### src/rtl/lock_sequencer.sv
// lock_sequencer: unlock-attempt controller with stored password, retry counter and timed lockout.
// Latency: enter sampled at E0 -> CHECK after E0 -> OPEN or IDLE/LOCKOUT after E1; out/buzzer decode state.
// No backpressure: enter is only accepted in IDLE; pulses arriving in other states are dropped.
// Optional feature macro LOCK_AUTORELOCK_EN: OPEN relocks by itself after OPEN_CYCLES idle cycles.
module lock_sequencer #(
  parameter int              PW           = 4,
  parameter logic [PW-1:0]   DEFAULT_PASS = 4'b1010,
  parameter int              MAX_TRIES    = 4,
  parameter int              LOCK_CYCLES  = 1024,
  parameter int              OPEN_CYCLES  = 256
) (
  input  logic          clk,
  input  logic          reset,
  input  logic [PW-1:0] code_in,
  input  logic          enter,
  input  logic          close,
  input  logic          change,
  output logic          out,
  output logic          buzzer,
  output logic [2:0]    count,
  output logic [1:0]    state
);

  localparam logic [1:0] IDLE    = 2'd0;
  localparam logic [1:0] CHECK   = 2'd1;
  localparam logic [1:0] OPEN    = 2'd2;
  localparam logic [1:0] LOCKOUT = 2'd3;

  // One shared down-counter serves both LOCKOUT and (optionally) OPEN, so size it for the larger load.
  localparam int MAX_CYC = (LOCK_CYCLES > OPEN_CYCLES) ? LOCK_CYCLES : OPEN_CYCLES;
  localparam int TW      = (MAX_CYC > 1) ? $clog2(MAX_CYC) : 1;

  localparam logic [TW-1:0] LOCK_LOAD = TW'(LOCK_CYCLES - 1);
`ifdef LOCK_AUTORELOCK_EN
  localparam logic [TW-1:0] OPEN_LOAD = TW'(OPEN_CYCLES - 1);
`endif
  localparam logic [2:0]    MAX_T     = 3'(MAX_TRIES);

  logic [PW-1:0] pass_q;
  logic [PW-1:0] code_q;
  logic [TW-1:0] timer;
  logic [2:0]    count_inc;

  assign count_inc = count + 3'd1;

  // Outputs are pure decodes of the state register, so they never glitch on inputs.
  assign out    = (state == OPEN);
  assign buzzer = (state == LOCKOUT);

  // Main sequencer: every register is updated here; reset overrides all inputs.
  always_ff @(posedge clk) begin
    if (reset) begin
      state  <= IDLE;
      pass_q <= DEFAULT_PASS;
      code_q <= '0;
      count  <= '0;
      timer  <= '0;
    end else begin
      case (state)
        IDLE: begin
          // close/change have no meaning while locked and are ignored here.
          if (enter) begin
            code_q <= code_in;
            state  <= CHECK;
          end
        end
        CHECK: begin
          if (code_q == pass_q) begin
            state <= OPEN;
            count <= '0;
`ifdef LOCK_AUTORELOCK_EN
            timer <= OPEN_LOAD;
`endif
          end else begin
            // count can reach MAX_TRIES only on the transition into LOCKOUT, which clears it on exit,
            // so it never wraps.
            count <= count_inc;
            if (count_inc == MAX_T) begin
              state <= LOCKOUT;
              timer <= LOCK_LOAD;
            end else begin
              state <= IDLE;
            end
          end
        end
        OPEN: begin
          // A change coinciding with close still stores the new password before relocking.
          if (change) begin
            pass_q <= code_in;
          end
`ifdef LOCK_AUTORELOCK_EN
          if (close) begin
            state <= IDLE;
          end else if (change) begin
            timer <= OPEN_LOAD;
          end else if (timer == '0) begin
            state <= IDLE;
          end else begin
            timer <= timer - 1'b1;
          end
`else
          if (close) begin
            state <= IDLE;
          end
`endif
        end
        LOCKOUT: begin
          if (timer == '0) begin
            state <= IDLE;
            count <= '0;
          end else begin
            timer <= timer - 1'b1;
          end
        end
        default: state <= IDLE;
      endcase
    end
  end

endmodule

### config.mk
export PLATFORM = sky130hd
export DESIGN_NAME = lock_sequencer
export DESIGN_NICKNAME = d
export VERILOG_FILES = /design/src/rtl/lock_sequencer.sv
export SDC_FILE = /design/constraint.sdc
export NUM_CORES = 1
export LEC_CHECK = 0
export CAP_MARGIN = 15
export CORE_MARGIN = 2
export CORE_UTILIZATION = 53
export CTS_BUF_LIST = sky130_fd_sc_hd__clkbuf_8 sky130_fd_sc_hd__clkbuf_16
export DETAILED_ROUTE_END_ITERATION = 7
export GPL_ROUTABILITY_DRIVEN = 0
export PLACE_DENSITY_LB_ADDON = 0.12
export SLEW_MARGIN = 20
export SYNTH_ARGS = -nofsm -noshare
export SYNTH_HDL_FRONTEND = slang
export SYNTH_SLANG_ARGS = --single-unit
### constraint.sdc
create_clock -name clk -period 1.8 [get_ports clk]
set_input_delay 0.18 -clock clk [delete_from_list [all_inputs] [get_ports clk]]
set_output_delay 0.18 -clock clk [all_outputs]
set_load 0.02 [all_outputs]
* Yosys cells after proc, flatten, opt, wreduce, memory -nomap -nowiden *
Cells that the tools add are included.

word-level totals
  register bits = 23
  latch bits = 0
  memory bits (writable) = 0
  bits in read-only memories = 0
  output and inout port bits = 7
  memories = 0

operators by class
  $add $sub $neg = 2
  multipliers = 0
  divide/modulo/power cells = 0
  magnitude comparators = 0
  equality and inequality tests = 11
  shift-type cells = 0
  muxes and demuxes = 13
  bitwise logic cells = 0
  reductions and logical operators = 8

operator list
  cell                     number
  $mux W10                 3
  $pmux W10 S2             1
  $logic_not A10 Y1        1
  $mux W2                  5
  $ne A2 B2 Y1 const B     5
  $sub A10 B1 Y10 const B  1
  $pmux W2 S4              1
  $mux W3                  2
  $pmux W3 S2              1
  $reduce_and A2 Y1        3
  $eq A2 B2 Y1 const B     2
  $eq A4 B4 Y1             1
  $reduce_and A4 Y1        1
  $add A3 B1 Y3 const B    1
  $eq A3 B3 Y1 const B     1
  $reduce_and A3 Y1        1
  $eq A2 B1 Y1 const B     1
  $logic_not A2 Y1         1
  $ne A2 B1 Y1 const B     1
  $reduce_bool A2 Y1       1

* Longest topological paths before layout *
Gate-level depths: netlist (run 1).

  word-level depth = 5
  mapped depth = 6

* Worst setup path after synthesis (run 1) *
No wires, ideal clock.

  kind = register to register
  from = register state[1]
  to = register timer[6]
  setup time = 0.074 ns
  arrival time = 1.521 ns
  required time = 1.726 ns
  setup slack = 0.204 ns
  cell stages (with the launch flop) = 6
  clock period less this slack = 1.596 ns
  cells stage by stage = dfxtp_1 -> buf_2 -> nand3_2 -> nand2b_1 -> or4_1 -> a31oi_1

on the way
  longest elaborated chain between the ends = 3
  elaborated cells on any way between the ends = 8
  classes of those cells = eq/ne: 5; mux: 1; reduce/logical: 2

RTL lines
  what                                                                 RTL line  text
  start, declared                                                      21        output logic [1:0] state
  start signal, assigned                                               53        state <= IDLE;
  start signal, assigned                                               64        state <= CHECK;
  start signal, assigned                                               69        state <= OPEN;
  $eq A2 B1 Y1 or $eq A2 B2 Y1 (tied branches)                         59        case (state)
  $ne A2 B2 Y1 (no source line) or $reduce_bool A2 Y1 (tied branches)  --
  $reduce_and A4 Y1 (no source line)                                   --
  end signal, assigned                                                 112       timer <= timer - 1'b1;
  end, declared                                                        41        logic [TW-1:0] timer;

Several ways; a longest one is shown, not always the timed one.
A chain may end at the register's enable or synchronous reset.

* Worst setup path after layout (run 1) *
  from = register timer[0]
  to = register timer[1]

on the way
  longest elaborated chain between the ends = 3
  elaborated cells on any way between the ends = 6
  classes of those cells = add/sub: 1; eq/ne: 1; mux: 2; reduce/logical: 2

RTL lines
  what                                                  RTL line
  $sub A10 B1 Y10 or $logic_not A10 Y1 (tied branches)  112, 108
  $mux W10 or $ne A2 B2 Y1 (tied branches)              --
  $pmux W10 S2 or $reduce_and A4 Y1 (tied branches)     --

Several ways; a longest one is shown, not always the timed one. The select of a mux whose other input is x is not followed.

==> results.json, run 1 <==
{
  "status": "finished clean",
  "yosysSeqAreaShare": 0.387,
  "worstSetupEndpointType": "flip-flop",
  "drc": 0,
  "io_pins": 16,
  "start_util": 0.549,
  "cp_max_fo": 4,
  "finalCritPeriodShare": 0.954,
  "fin_tns_setup_ns": 0,
  "synth.top_cell.area_share": 0.387,
  "crit_buf_inv": 1,
  "dieArea_um2": 2640,
  "grt_pass1_wl_um": 4260,
  "r2r-end": "timer[1]",
  "core-area_um2": 2170,
  "synth_compound_area_frac": 0.209,
  "slew_viol_final": 0,
  "syn-mean-instance-area_um2": 8.96,
  "hold_class": "flip-flop to flip-flop",
  "cpPeakStageDelay_ns": 0.33,
  "synthArstFlopShare": 0,
  "place_inst": 176,
  "antenna_found_initial": 0,
  "wl_per_cell_um": 14.9,
  "synth_cell_types": 43,
  "yosys.area_share.simple": 0.234,
  "cts_buffers": 3,
  "synth_edf_count": 0,
  "place_hpwl_um": 1960,
  "finalSetupViolCount": 0,
  "cp-startpoint": "timer[0]",
  "power.leakage_nw": 0.570,
  "synth_area_leaders": "dfxtp_1 (39%), a21oi_1 (5.5%), a31oi_1 (4.2%)",
  "arrival_ns": 1.90,
  "p_total_uw": 947,
  "first_pass_iters": 4,
  "cts_tree": "built",
  "rrSetupSlack_ns": 0.08,
  "cts_post_setup_buffers_inserted": 0,
  "synth_area_um2": 1190,
  "final_common_cell": "dfxtp_1",
  "skew_ns": 0.00169,
  "cts.sinks": 23,
  "n_antenna_cell": 0,
  "fillers": 195,
  "first_iter_violations": 28,
  "grt_use_total": 0.217,
  "ys_seq_elements": 23,
  "drive_above_1_share": 0.151,
  "area_growth_pct": 21.0,
  "fmax_mhz": 583,
  "maxSlewHeadroom": 0.724,
  "synth_top_family_by_area": "simple AND/OR/NAND/NOR gates",
  "timing.critical_path.cells": "inv_1 > ha_2 > nor4b_4 > a31oi_2 > and4_1 > a211oi_1",
  "portBuffers": 15,
  "hold_viol_final": 0,
  "clockBufferDepth": 2,
  "power_density_nw_per_um2": 657,
  "overflow": 0,
  "cp.depth": 6,
  "synth_flop_cell": "dfxtp_1",
  "die_h_um": 51.4,
  "synth-adder-area-share": 0.0315,
  "htreeDepth": 1,
  "r2r_start": "timer[0]",
  "first_global_vias": 970,
  "drt_wl_total_um": 2680,
  "synth_fp_nets": 145,
  "setup.worst_path.end": "timer[1]",
  "final_cell_mix": "dfxtp_1 (22), clkdlybuf4s50_1 (14), a21oi_1 (13)",
  "yosys.area.top_type": "dfxtp_1",
  "synth_xor_area_frac": 0.0368,
  "fin_cells": 180,
  "worst_slew_pin_slew_ns": 0.413,
  "worst_ep_required_time_ns": 1.98,
  "row_count": 17,
  "avgViaCountPerCell": 5.86,
  "regArea_um2": 462,
  "clk_pin_slew_ns": 0.08,
  "cpMaxStageDelayCell": "dfxtp_1",
  "worstSetupPathType": "flip-flop to flip-flop",
  "maxCapViolations": 0,
  "ant_nets": 0,
  "clockRootBuffer": "clkbuf_8",
  "reg2reg_depth": 6,
  "vdd_ir_drop_max_mv": 0.498,
  "syn_inst": 133,
  "fin_crit_ns": 1.72,
  "grt_max_degree": 15,
  "nets": 165,
  "path_delay_family": "simple AND/OR/NAND/NOR gates",
  "clock_latency_ns": 0.27,
  "synth_mux_area_frac": 0.0420,
  "rsz0062_at_grt": "false",
  "multi_input_area_um2": 668,
  "yosysWarningCount": 0,
  "cp-start-kind": "flip-flop",
  "vias": 1054,
  "die_width_um": 51.4
}
==> sequential cells by signal, summed over array words and instances, names as in the netlist <==
signal	count
state	2
count	3
code_q	4
pass_q	4
timer	10
==> cell usage after synthesis (2+ instances only) <==
cell type / instances
dfxtp_1: 23
a21oi_1: 13
inv_1: 10
nand2_1: 9
a31oi_1: 8
nor2_1: 8
nand3_1: 6
mux2i_1: 5
nand2b_1: 4
o21ai_0: 4
xor2_1: 4
ha_1: 3
or3_1: 3
clkbuf_1: 2
nor2b_1: 2
nor3_2: 2
==> worst reg2reg max path: stages, from the launching register on <==
cell      delay, ns
dfxtp_1        0.33
inv_1          0.08
ha_2           0.22
nor4b_4        0.31
a31oi_2        0.19
and4_1         0.26
a211oi_1       0.23
==> how the worst min path moves through the flow <==
stage | start | endpoint | slack, ns | depth (start not counted)
2_1_floorplan | reset | pass_q[1] | 0.31 | 2
3_3_place_gp | pass_q[0] | pass_q[0] | 0.45 | 2
3_5_place_dp | pass_q[0] | pass_q[0] | 0.47 | 2
4_1_cts | pass_q[0] | pass_q[0] | 0.48 | 2
5_1_grt | pass_q[1] | pass_q[1] | 0.50 | 2
6_report | pass_q[0] | pass_q[0] | 0.47 | 2
==> cell families (layout without fill, tap and decap cells) <==
family | after synthesis | in the layout
adders and majority gates | 3 | 3
buffers and inverters | 15 | 34
xor gates and xnor gates | 5 | 5
AOI/OAI and AO/OA | 38 | 38
DFF | 23 | 23
muxes | 5 | 5
and+or+nand+nor | 44 | 44
==> power breakdown <==
part           leakage, nW  internal (mW)  total, mW  switching, mW
combinational        0.361         0.0446     0.0851         0.0404
clock               0.0217          0.157      0.334          0.177
sequential           0.187          0.518      0.527        0.00939
total                0.570          0.720      0.947          0.227
==> metal layers <==
| metal | vias up | share of wire | track usage |
|---|---|---|---|
| met5 | - | 0 | 0 |
| met4 | 0 | 0.022 | 0.114 |
| met3 | 7 | 0.031 | 0.0351 |
| met2 | 22 | 0.52 | 0.380 |
| met1 | 502 | 0.43 | 0.251 |
| li1 | 523 | - | - |
==> metrics by stage <==
step           cell area, um^2  hold slack, ns  utilization  worst slack (ns)
2_1_floorplan             1190           0.307            -             0.204
3_3_place_gp              1380           0.454        0.636             0.172
3_5_place_dp              1380           0.466        0.636            0.0394
4_1_cts                   1430           0.479        0.659           0.00857
5_1_grt                   1440           0.502        0.664           0.00137
6_report                  1440           0.475        0.664            0.0836
==> cell type report <==
type                    instances  share of cell area
clock buffers                   3              0.0286
clock inverters                 1             0.00521
inverters                      10              0.0260
multi-input cells              95               0.464
flip-flops and latches         23               0.320
well taps                      28              0.0243
repair buffers                 20               0.132
==> what timing repair did <==
action | in CTS | in global routing
gates resized for setup | 1 | 4
endpoints found under the hold margin | 0 | 0
hold buffers | 0 | 0
pin swaps | 0 | 0
cloned | 0 | 0
endpoints found under the setup margin | 1 | 10
(Power assumes the default switching activity.)
==> inputs of run 2 (changes only) <==
--- a/config.mk
+++ b/config.mk
@@ -12,6 +12,7 @@
 export DETAILED_ROUTE_END_ITERATION = 7
 export GPL_ROUTABILITY_DRIVEN = 0
 export PLACE_DENSITY_LB_ADDON = 0.12
+export RECOVER_POWER = 25
 export SLEW_MARGIN = 20
 export SYNTH_ARGS = -nofsm -noshare
 export SYNTH_HDL_FRONTEND = slang
==> run 2 against run 1 <==
Compared with the run above:
- worst hold slack improved by 0.00078 ns
- fmax down 0.77%
- global-route usage did not move
- highest routed layer unchanged
==> results.json, run 2 (synthesized netlist as in run 1, its figures left out) <==
{
  "drc": 0,
  "hold_class": "flip-flop to flip-flop",
  "p_total_uw": 946,
  "dieArea_um2": 2640,
  "nets": 165,
  "largest_register_ff_count": 10,
  "clockBufferDepth": 2,
  "io_pins": 16,
  "skew_ns": 0.00398,
  "r2r_start": "timer[0]",
  "cts_post_setup_buffers_inserted": 0,
  "cts_buffers": 3,
  "cp-start-kind": "flip-flop",
  "cts_tree": "built",
  "first_iter_violations": 25,
  "overflow": 0,
  "status": "finished clean",
  "fin_tns_setup_ns": 0,
  "row_count": 17,
  "first_global_vias": 970,
  "min-delay-start": "pass_q[0]",
  "arrival_ns": 1.91,
  "cp_max_fo": 4,
  "r2r-end": "timer[1]",
  "vdd_ir_drop_max_mv": 0.503,
  "clockRootBuffer": "clkbuf_8",
  "finalSetupViolCount": 0,
  "place_hpwl_um": 1960,
  "finalCritPeriodShare": 0.961,
  "worstSetupPathType": "flip-flop to flip-flop",
  "timing.critical_path.cells": "inv_1 > ha_2 > nor4b_4 > a31oi_2 > and4_1 > a211oi_1",
  "clock_latency_ns": 0.27,
  "whs_path_depth": 2,
  "final_cell_mix": "dfxtp_1 (22), clkdlybuf4s50_1 (14), a21oi_1 (13)",
  "worstSetupEndpointType": "flip-flop",
  "reg2reg_depth": 6,
  "clk_pin_slew_ns": 0.09,
  "wl_per_cell_um": 14.8,
  "portBuffers": 15,
  "area_growth_pct": 20.0,
  "fillers": 196,
  "vias": 1052,
  "n_antenna_cell": 0,
  "grt_max_degree": 15,
  "power.leakage_nw": 0.558,
  "core-area_um2": 2170,
  "avgViaCountPerCell": 5.84,
  "drt_wl_total_um": 2670,
  "start_util": 0.549,
  "grt_use_total": 0.217,
  "regMostFlops": "timer",
  "antenna_found_initial": 0,
  "ant_nets": 0,
  "final_common_cell": "dfxtp_1",
  "grt_pass1_wl_um": 4260,
  "hold_path_end": "pass_q[0]",
  "worst_slew_pin_slew_ns": 0.414,
  "worst_ep_required_time_ns": 1.98,
  "reg.largest.list": "timer: 10 flops, code_q: 4 flops, pass_q: 4 flops",
  "die_h_um": 51.4,
  "rrSetupSlack_ns": 0.07,
  "cpPeakStageDelay_ns": 0.33,
  "maxCapViolations": 0,
  "drive_above_1_share": 0.132,
  "cts_hold_buf": 0,
  "htreeDepth": 1,
  "hold_viol_final": 0,
  "maxSlewHeadroom": 0.723,
  "fin_crit_ns": 1.73,
  "fmax_mhz": 578,
  "first_pass_iters": 4,
  "slew_viol_final": 0,
  "cpMaxStageDelayCell": "dfxtp_1",
  "rsz0062_at_grt": "false",
  "cts_resized": 1,
  "die_width_um": 51.4,
  "power_density_nw_per_um2": 662,
  "cts.sinks": 23
}
==> run 2: worst max-delay path: cells and delay by family, from the launching register on <==
family,cells,cell delay (ns)
AO/OA/AOI/OAI,2,0.43
adder cells (fa/ha/maj),1,0.22
buffers and inverters,1,0.08
flip-flops,1,0.33
AND/OR/NAND/NOR,2,0.58
==> run 2: cell type report <==
type                    count  area (um^2)  area share
repair buffers             20          183       0.128
multi-input cells          95          663       0.464
clock inverters             1         7.51     0.00525
flip-flops and latches     23          462       0.323
well taps                  28         35.0      0.0245
clock buffers               3         41.3      0.0289
inverters                  10         37.5      0.0263
==> run 2: worst max-delay path by stage <==
stage / slack [ns] / from / end
final: 0.07 / timer[0] / timer[1]
after global routing: 0.002 / timer[0] / timer[6]
after CTS: 0.009 / state[0] / out
after detailed placement: 0.04 / timer[0] / timer[1]
after global placement: 0.17 / timer[0] / timer[6]
after floorplan: 0.20 / state[1] / timer[6]
==> run 2: stage by stage <==
stage | setup WS, ns | cell area, um^2 | cells | util | hold WS (ns)
finish | 0.0703 | 1430 | 180 | 0.659 | 0.476
global route | 0.00214 | 1430 | 180 | 0.659 | 0.502
CTS | 0.00857 | 1430 | 180 | 0.659 | 0.479
detailed placement | 0.0394 | 1380 | 176 | 0.636 | 0.466
global placement | 0.172 | 1380 | 176 | 0.636 | 0.454
floorplan | 0.204 | 1190 | 133 | - | 0.307
==> run 2: power breakdown <==
group / internal (mW) / leakage, nW / total (mW) / switching, mW
sequential: 0.518 / 0.187 / 0.527 / 0.00936
combinational: 0.0428 / 0.350 / 0.0829 / 0.0401
clock: 0.157 / 0.0217 / 0.336 / 0.179
==> run 2: routing by layer <==
layer / up-vias / GRT usage / share of wire
met5: - / 0 / 0
met4: 0 / 0.114 / 0.022
met3: 7 / 0.0351 / 0.032
met2: 20 / 0.380 / 0.51
met1: 502 / 0.251 / 0.43
li1: 523 / - / -
==> inputs of run 3 (changes only) <==
--- a/config.mk
+++ b/config.mk
@@ -13,6 +13,7 @@
 export GPL_ROUTABILITY_DRIVEN = 0
 export PLACE_DENSITY_LB_ADDON = 0.12
 export RECOVER_POWER = 25
+export SKIP_CTS_REPAIR_TIMING = 1
 export SLEW_MARGIN = 20
 export SYNTH_ARGS = -nofsm -noshare
 export SYNTH_HDL_FRONTEND = slang
==> results of run 3 <==
Final layout, timing and power as in run 2 (identical DEF).
